$ cat src/rtl/bitonic_ctrl_pkg.sv
// Shared types and width helpers for the bitonic sorter sequencer.
// The helpers are constant functions, so parameter lists can call them.
package bitonic_ctrl_pkg;

  typedef enum logic [1:0] {
    ST_IDLE = 2'd0,
    ST_SORT = 2'd1,
    ST_DONE = 2'd2
  } state_t;

  // Number of (k, j) compare-exchange steps in a 2^log_n element sort.
  function automatic int nsteps(input int log_n);
    return log_n * (log_n + 1) / 2;
  endfunction

  function automatic int kw(input int log_n);
    return $clog2(log_n + 1);
  endfunction

  function automatic int sw(input int log_n);
    return $clog2(nsteps(log_n) + 1);
  endfunction

  // Width of the per-step latency counter. It is never zero, so STEP_LAT=1 still gets one bit.
  function automatic int lw(input int step_lat);
    return (step_lat > 1) ? $clog2(step_lat) : 1;
  endfunction

endpackage

$ cat src/rtl/bitonic_kj_gen.sv
// Walks the (k, j) stage pairs of the bitonic network.
// Each step is held for STEP_LAT cycles, and step_en marks the last cycle of the step.
module bitonic_kj_gen
  import bitonic_ctrl_pkg::*;
#(
  parameter  int LOG_N    = 3,
  parameter  int STEP_LAT = 1,
  localparam int KW       = kw(LOG_N),
  localparam int SW       = sw(LOG_N),
  localparam int LW       = lw(STEP_LAT)
) (
  input  logic          clk,
  input  logic          resetn,
  input  logic          start,
  input  logic          run,
  input  logic          restore,
  input  logic          flush,
  output logic          step_en,
  output logic          last_step,
  output logic [KW-1:0] k_idx,
  output logic [KW-1:0] j_idx,
  output logic [SW-1:0] step_cnt
);

  logic [LW-1:0] lat_cnt;

  assign step_en   = run && (lat_cnt == LW'(STEP_LAT - 1));
  assign last_step = (j_idx == '0) && (k_idx == KW'(LOG_N));

  // NOTE: sequential state uses non-blocking assignments only. Every register then
  // samples the values from before the edge, whatever the statement order.
  always_ff @(posedge clk) begin
    if (!resetn || flush) begin
      lat_cnt  <= '0;
      k_idx    <= KW'(1);
      j_idx    <= '0;
      step_cnt <= '0;
    end else if (start) begin
      lat_cnt  <= '0;
      k_idx    <= KW'(1);
      j_idx    <= '0;
      step_cnt <= '0;
    end else if (restore) begin
      // step_cnt is kept so the sink can still read it after unload.
      k_idx <= KW'(1);
      j_idx <= '0;
    end else if (step_en) begin
      lat_cnt  <= '0;
      step_cnt <= step_cnt + SW'(1);
      if (j_idx != '0) begin
        j_idx <= j_idx - KW'(1);
      end else if (!last_step) begin
        k_idx <= k_idx + KW'(1);
        j_idx <= k_idx;
      end
    end else if (run) begin
      lat_cnt <= lat_cnt + LW'(1);
    end
  end

endmodule

$ cat src/rtl/bitonic_sort_ctrl.sv
// Load/sort/unload sequencer for the iterative bitonic sorter.
// It drives the data-register enables and the (k, j) stage indices used by the network.
module bitonic_sort_ctrl
  import bitonic_ctrl_pkg::*;
#(
  parameter  int LOG_N    = 3,
  parameter  int STEP_LAT = 1,
  localparam int KW       = kw(LOG_N),
  localparam int SW       = sw(LOG_N)
) (
  input  logic          clk,
  input  logic          resetn,
  input  logic          flush,
  input  logic          in_valid,
  output logic          in_ready,
  output logic          out_valid,
  input  logic          out_ready,
  output logic          load_en,
  output logic          step_en,
  output logic [KW-1:0] k_idx,
  output logic [KW-1:0] j_idx,
  output logic [SW-1:0] step_cnt,
  output logic          busy
);

  state_t state, state_nxt;
  logic   gen_step, last_step;

  bitonic_kj_gen #(
    .LOG_N   (LOG_N),
    .STEP_LAT(STEP_LAT)
  ) u_kj_gen (
    .clk      (clk),
    .resetn   (resetn),
    .start    (load_en),
    .run      (state == ST_SORT),
    .restore  (out_valid && out_ready),
    .flush    (flush),
    .step_en  (gen_step),
    .last_step(last_step),
    .k_idx    (k_idx),
    .j_idx    (j_idx),
    .step_cnt (step_cnt)
  );

  // NOTE: the reset is synchronous, so it is sampled here, inside the clocked block.
  always_ff @(posedge clk) begin
    if (!resetn) state <= ST_IDLE;
    else         state <= state_nxt;
  end

  // NOTE: each signal gets a default at the top of the block. Otherwise a branch
  // that leaves it unassigned would infer a latch.
  always_comb begin
    state_nxt = state;
    if (flush) begin
      state_nxt = ST_IDLE;
    end else begin
      case (state)
        ST_IDLE: if (load_en) state_nxt = ST_SORT;
        ST_SORT: if (step_en && last_step) state_nxt = ST_DONE;
        ST_DONE: if (out_valid && out_ready) state_nxt = ST_IDLE;
        default: state_nxt = ST_IDLE;
      endcase
    end
  end

  always_comb begin
    in_ready  = 1'b0;
    out_valid = 1'b0;
    step_en   = 1'b0;
    busy      = 1'b0;
    case (state)
      ST_SORT: begin
        busy    = 1'b1;
        step_en = gen_step && !flush;
      end
      ST_DONE: begin
        busy      = 1'b1;
        out_valid = 1'b1;
      end
      default: in_ready = !flush;  // the unused encoding behaves as IDLE
    endcase
    if (!resetn) begin
      in_ready  = 1'b0;
      out_valid = 1'b0;
      step_en   = 1'b0;
      busy      = 1'b0;
    end
    load_en = in_ready && in_valid;
  end

endmodule

$ cat config.mk
export PLATFORM = sky130hd
export DESIGN_NAME = bitonic_sort_ctrl
export DESIGN_NICKNAME = d
export VERILOG_FILES = /design/src/rtl/bitonic_ctrl_pkg.sv /design/src/rtl/bitonic_kj_gen.sv /design/src/rtl/bitonic_sort_ctrl.sv
export SDC_FILE = /design/constraint.sdc
export NUM_CORES = 1
export LEC_CHECK = 0
export BUFFER_PORTS_ARGS = -buffer_cell sky130_fd_sc_hd__buf_4
export CAP_MARGIN = 30
export CORE_AREA = 2 2 39 41
export DETAILED_ROUTE_END_ITERATION = 6
export DIE_AREA = 0 0 41 43
export PLACE_DENSITY = 0.79
export SETUP_SLACK_MARGIN = 0.2
export SLEW_MARGIN = 10
export SYNTH_ARGS = -nofsm -noshare
export SYNTH_HDL_FRONTEND = slang
export SYNTH_SLANG_ARGS = --single-unit
$ cat constraint.sdc
create_clock -name clk -period 3.3 [get_ports clk]
set_clock_uncertainty 0.15 [all_clocks]
set_input_delay 0.66 -clock clk [delete_from_list [all_inputs] [get_ports clk]]
set_output_delay 0.66 -clock clk [all_outputs]
set_load 0.01 [all_outputs]
---- Yosys cells after proc, flatten, opt, wreduce, memory -nomap -nowiden ----
Index checks and enable logic that the tools add are counted.
storage, ports and cells
  bits in read-only memories .............. 0
  memories ................................ 0
  bits in registers ....................... 10
  input port bits ......................... 5
  output and inout bits ................... 12
  bits in writable memories ............... 0
  bits in latches ......................... 0
  logic and storage cells ................. 59
operators by class
  multipliers ............................. 0
  divide/modulo/power cells ............... 0
  shift operators ......................... 0
  reductions and logical operators ........ 22
  multiplexer cells ....................... 16
  magnitude comparators ................... 0
  $add $sub $neg .......................... 4
  equality and inequality tests ........... 7
  bitwise operators ....................... 5
operators by type and width
  cell                 number
  $mux 1               10
  $mux 2               5
  $logic_and 1x1->1    6
  $pmux 2 s3           1
  $reduce_and 2->1     3
  $reduce_and 3->1     2
  $reduce_or 2->1      3
  $not 1->1            5
  $eq 2x2->1 const B   2
  $logic_not 2->1      2
  $ne 2x1->1 const B   2
  $ne 2x2->1 const B   2
  $reduce_bool 2->1    2
  $add 3x1->3 const B  1
  $reduce_or 3->1      1
  $add 2x1->2 const B  1
  $eq 2x1->1 const B   1
  $logic_not 1->1      2
  $sub 2x1->2 const B  1
  $add 1x1->1 const B  1
  $logic_or 1x1->1     1

---- Depth between registers and ports, before layout ----
  depth after elaboration ................. 8
  gate-level depth with buffers ........... 6
  gate-level depth less buffers ........... 6

---- Cells and area by module ----
A second synthesis with hierarchy kept.
second synthesis, totals
  cell total of the unflattened synthesis .. 66
  area, all modules ....................... 614.3 um^2
by module, submodules not included
  module             cells each  seq. area each (um^2)  times used  area each (um^2)
  bitonic_kj_gen     40          160.2                  1           385.4
  bitonic_sort_ctrl  26          40.0                   1           229.0

---- Worst setup path before layout ----
No wires, ideal clock.
  kind .................................... flip-flop to output port
  start point ............................. reg state[0]
  end point ............................... out load_en
  data arrival time ....................... 1.361 ns
  path slack .............................. 1.129 ns
  data required time ...................... 2.490 ns
  path buffers ............................ 0
  stages on the path, launching flop included .. 5
  path through ............................ dfxtp_1 -> inv_1 -> ha_1 -> or4bb_1 -> inv_1
between the ends
  word-level cells in the longest chain between the ends .. 5
  elaborated cells on any way between the ends .. 6
  those cells by class .................... 2 x eq/ne; 2 x mux; 2 x reduce/logical
ends and longest elaborated chain
  element                                          line                     text
  from (decl)                                      bitonic_sort_ctrl.sv:26  state_t state, state_nxt;
  from (signal assigned)                           bitonic_sort_ctrl.sv:49  else state <= state_nxt;
  $eq 2x2->1 / $eq 2x1->1 (equally long branches)  bitonic_sort_ctrl.sv:73  case (state)
  $reduce_or 2->1 (no source line) *               --
  $mux 1 *                                         bitonic_sort_ctrl.sv:73
  $mux 1 *                                         bitonic_sort_ctrl.sv:84  if (!resetn) begin
  $logic_and 1x1->1 *                              bitonic_sort_ctrl.sv:90  load_en = in_ready && in_valid;
  to (decl)                                        bitonic_sort_ctrl.sv:18  output logic load_en,
Mark *: on every way between the ends. The rest lies on a longest branch, timed or not.

---- Final worst setup path ----
Same ends and word-level chain as after synthesis.

==> results.json <==
{
  "cp-start-kind": "flop",
  "reg2reg_depth": 6,
  "end_kind": "primary output",
  "cts_sinks": 10,
  "setup_ws_ns": 0.663,
  "core_area_um2": 1380,
  "ios": 17,
  "worstHoldStart": "u_kj_gen.j_idx[0]",
  "initial_core_util_pct": 43.3,
  "cts_buffers": 3,
  "drt-wirelength-per-cell_um": 12.2,
  "tightest_slew_ns": 0.291,
  "most-common-layout-cells": "buf_4 (16), dfxtp_1 (10), nor2_1 (7)",
  "cts_resized": 0,
  "grt-ovfl-total": 0,
  "drive_gt1_share_pct": 25.8,
  "postCtsSetupRepairBufs": 0,
  "slew_headroom_pct": 80.6,
  "ys_seq_elements": 10,
  "synthCells": 69,
  "num_antenna_cells": 0,
  "pre_cts_ws_ns": 0.975,
  "cap_violations": 0,
  "min_period_ns": 2.64,
  "yosysWarnings": 0,
  "path_buf_inv": 3,
  "vias": 554,
  "rsz0062_at_grt": "no",
  "setup_viol": 0,
  "rows": 14,
  "die_h_um": 43,
  "area_growth_pct": 29.4,
  "cts.clk_slew.worst_paths_ns": 0.07,
  "grt_max_degree": 9,
  "max_stage_delay_ns": 0.56,
  "seq_area_frac_synth_pct": 33.4,
  "grt_pass1_vias": 562,
  "period_share_pct": 79.9,
  "h-tree-depth": 1,
  "firstDrtPassIters": 4,
  "route.final.wire_length_um": 1280,
  "final_hold_viol_count": 0,
  "ys_types": 25,
  "max_freq_mhz": 379,
  "regToRegSetupSlack_ns": 1.14,
  "syn_nets": 80,
  "grt_pass1_wl_um": 2170,
  "tritoncts": "built",
  "tns_ns": 0,
  "leakagePower_uw": 0.000319,
  "cp_top_family": "simple AND/OR/NAND/NOR gates",
  "dieArea_um2": 1760,
  "min_path_cells": 2,
  "status": "finished clean",
  "die_x_um": 41,
  "crit_chain": "inv_1 -> ha_1 -> or4bb_1 -> inv_1 -> buf_4",
  "final_common_cell": "buf_4",
  "peakVddDrop_mv": 0.210,
  "fin_cells": 105,
  "cts.path.max_buffers": 2,
  "critPathArrivalTime_ns": 1.83,
  "crit_top_cell": "inv_1",
  "drt_iter0_drc": 15,
  "synth_area_per_cell_um2": 8.69,
  "hold_class": "flop to flop",
  "grt_usage_pct": 18.1,
  "synthesis.area_um2": 599,
  "viasPerCell": 5.28,
  "worstSetupPathType": "flop to primary output",
  "hpwl_um": 1020,
  "routabilityCongestion": 0.767,
  "timing.rr.start": "state[0]",
  "total_power_uw": 266,
  "cp.required_ns": 2.49,
  "cp_max_fo": 4,
  "worst_path_max_delay_cell": "or4bb_1",
  "clk_latency_ns": 0.27,
  "drc_errors": 0,
  "cts_root_buf": "clkbuf_4",
  "dp.cells": 101,
  "p_per_area_nw_per_um2": 342,
  "fill_cells": 127,
  "min_to": "u_kj_gen.j_idx[0]",
  "fin_nets": 101,
  "fin_util_pct": 56.1,
  "postCtsHoldBufs": 0,
  "timing.rr.end": "state[0]",
  "antenna_left": 0,
  "antenna_found_initial": 0,
  "io_buffers": 16,
  "slew_violations": 0
}
cell type report:
type,count,area (µm²),share of cell area [%]
inverters,4,15.0,1.94
well taps,16,20.0,2.58
flip-flops and latches,10,200,25.8
multi-input cells,55,384,49.5
clock buffers,4,36.3,4.68
repair buffers,16,120,15.5
state kept, by name (all words and copies together), names as in the netlist:
| register | cells |
|---|---|
| u_kj_gen.step_cnt | 3 |
| u_kj_gen.k_idx | 2 |
| state | 2 |
| u_kj_gen.lat_cnt | 1 |
| u_kj_gen.j_idx | 2 |
synthesized netlist by cell type, drive strengths merged:
master / instances / area [µm²]
dfxtp: 10 / 200
nor2: 7 / 26.3
ha: 6 / 75.1
nand3: 6 / 30.0
a21oi: 5 / 25.0
nand2: 5 / 18.8
inv: 4 / 15.0
nor2b: 3 / 18.8
a22oi: 2 / 15.0
and2: 2 / 12.5
nand2b: 2 / 12.5
nor3: 2 / 21.3
o21ai: 2 / 10.0
or2b: 2 / 15.0
xor2: 2 / 17.5
a22o: 1 / 8.76
mux2i: 1 / 10.0
nand3b: 1 / 7.51
o21bai: 1 / 7.51
o31a: 1 / 8.76
o31ai: 1 / 12.5
or3b: 1 / 11.3
or4bb: 1 / 11.3
xnor2: 1 / 8.76
where the power goes:
part | switching (µW) | internal [µW] | total (µW)
sequential | 1.06 | 122 | 123
combinational | 15.4 | 14.7 | 30.0
clock | 45.9 | 67.0 | 113
total | 62.3 | 203 | 266
how the worst max path moves through the flow:
stage                     startpoint      end  slack, ns  cells past startpoint
after floorplan             state[0]  load_en       1.13                      4
after global placement         flush  load_en       1.02                      4
after detailed placement    state[0]  load_en       0.97                      5
after CTS                   state[0]  load_en       0.68                      5
after global routing        state[0]  load_en       0.60                      5
final                       state[0]  load_en       0.66                      5
worst reg2reg max path, cell delays in order, from the launching register on:
cell and delay [ns]:
dfxtp_1 0.40, inv_1 0.08, ha_1 0.33, or4bb_1 0.56, a22oi_1 0.29, nand3_1 0.13, a21oi_1 0.15
stage by stage:
step           hold WS [ns]  instance area [µm²]
3_3_place_gp          0.316                  739
2_1_floorplan         0.325                  599
6_report              0.349                  776
3_5_place_dp          0.340                  739
4_1_cts               0.351                  776
5_1_grt               0.388                  776
per-layer routing:
layer	part of all wire (%)	wire, µm	track usage [%]
met1	44	561	20.5
met2	52	667	29.1
met3	2.9	37	4.71
met4	1.3	17	10.0
met5	0	0	0
kinds of logic (layout without fill, tap and decap cells):
family / after synthesis / in the layout / share of synthesized area [%]
AOI/OAI and AO/OA: 13 / 13 / 14.6
xor gates and xnor gates: 3 / 3 / 4.38
adders and majority gates: 6 / 6 / 12.5
buffers and inverters: 4 / 24 / 2.50
muxes: 1 / 1 / 1.67
DFF: 10 / 10 / 33.4
and+or+nand+nor: 32 / 32 / 30.9
(Power assumes the default switching activity.)
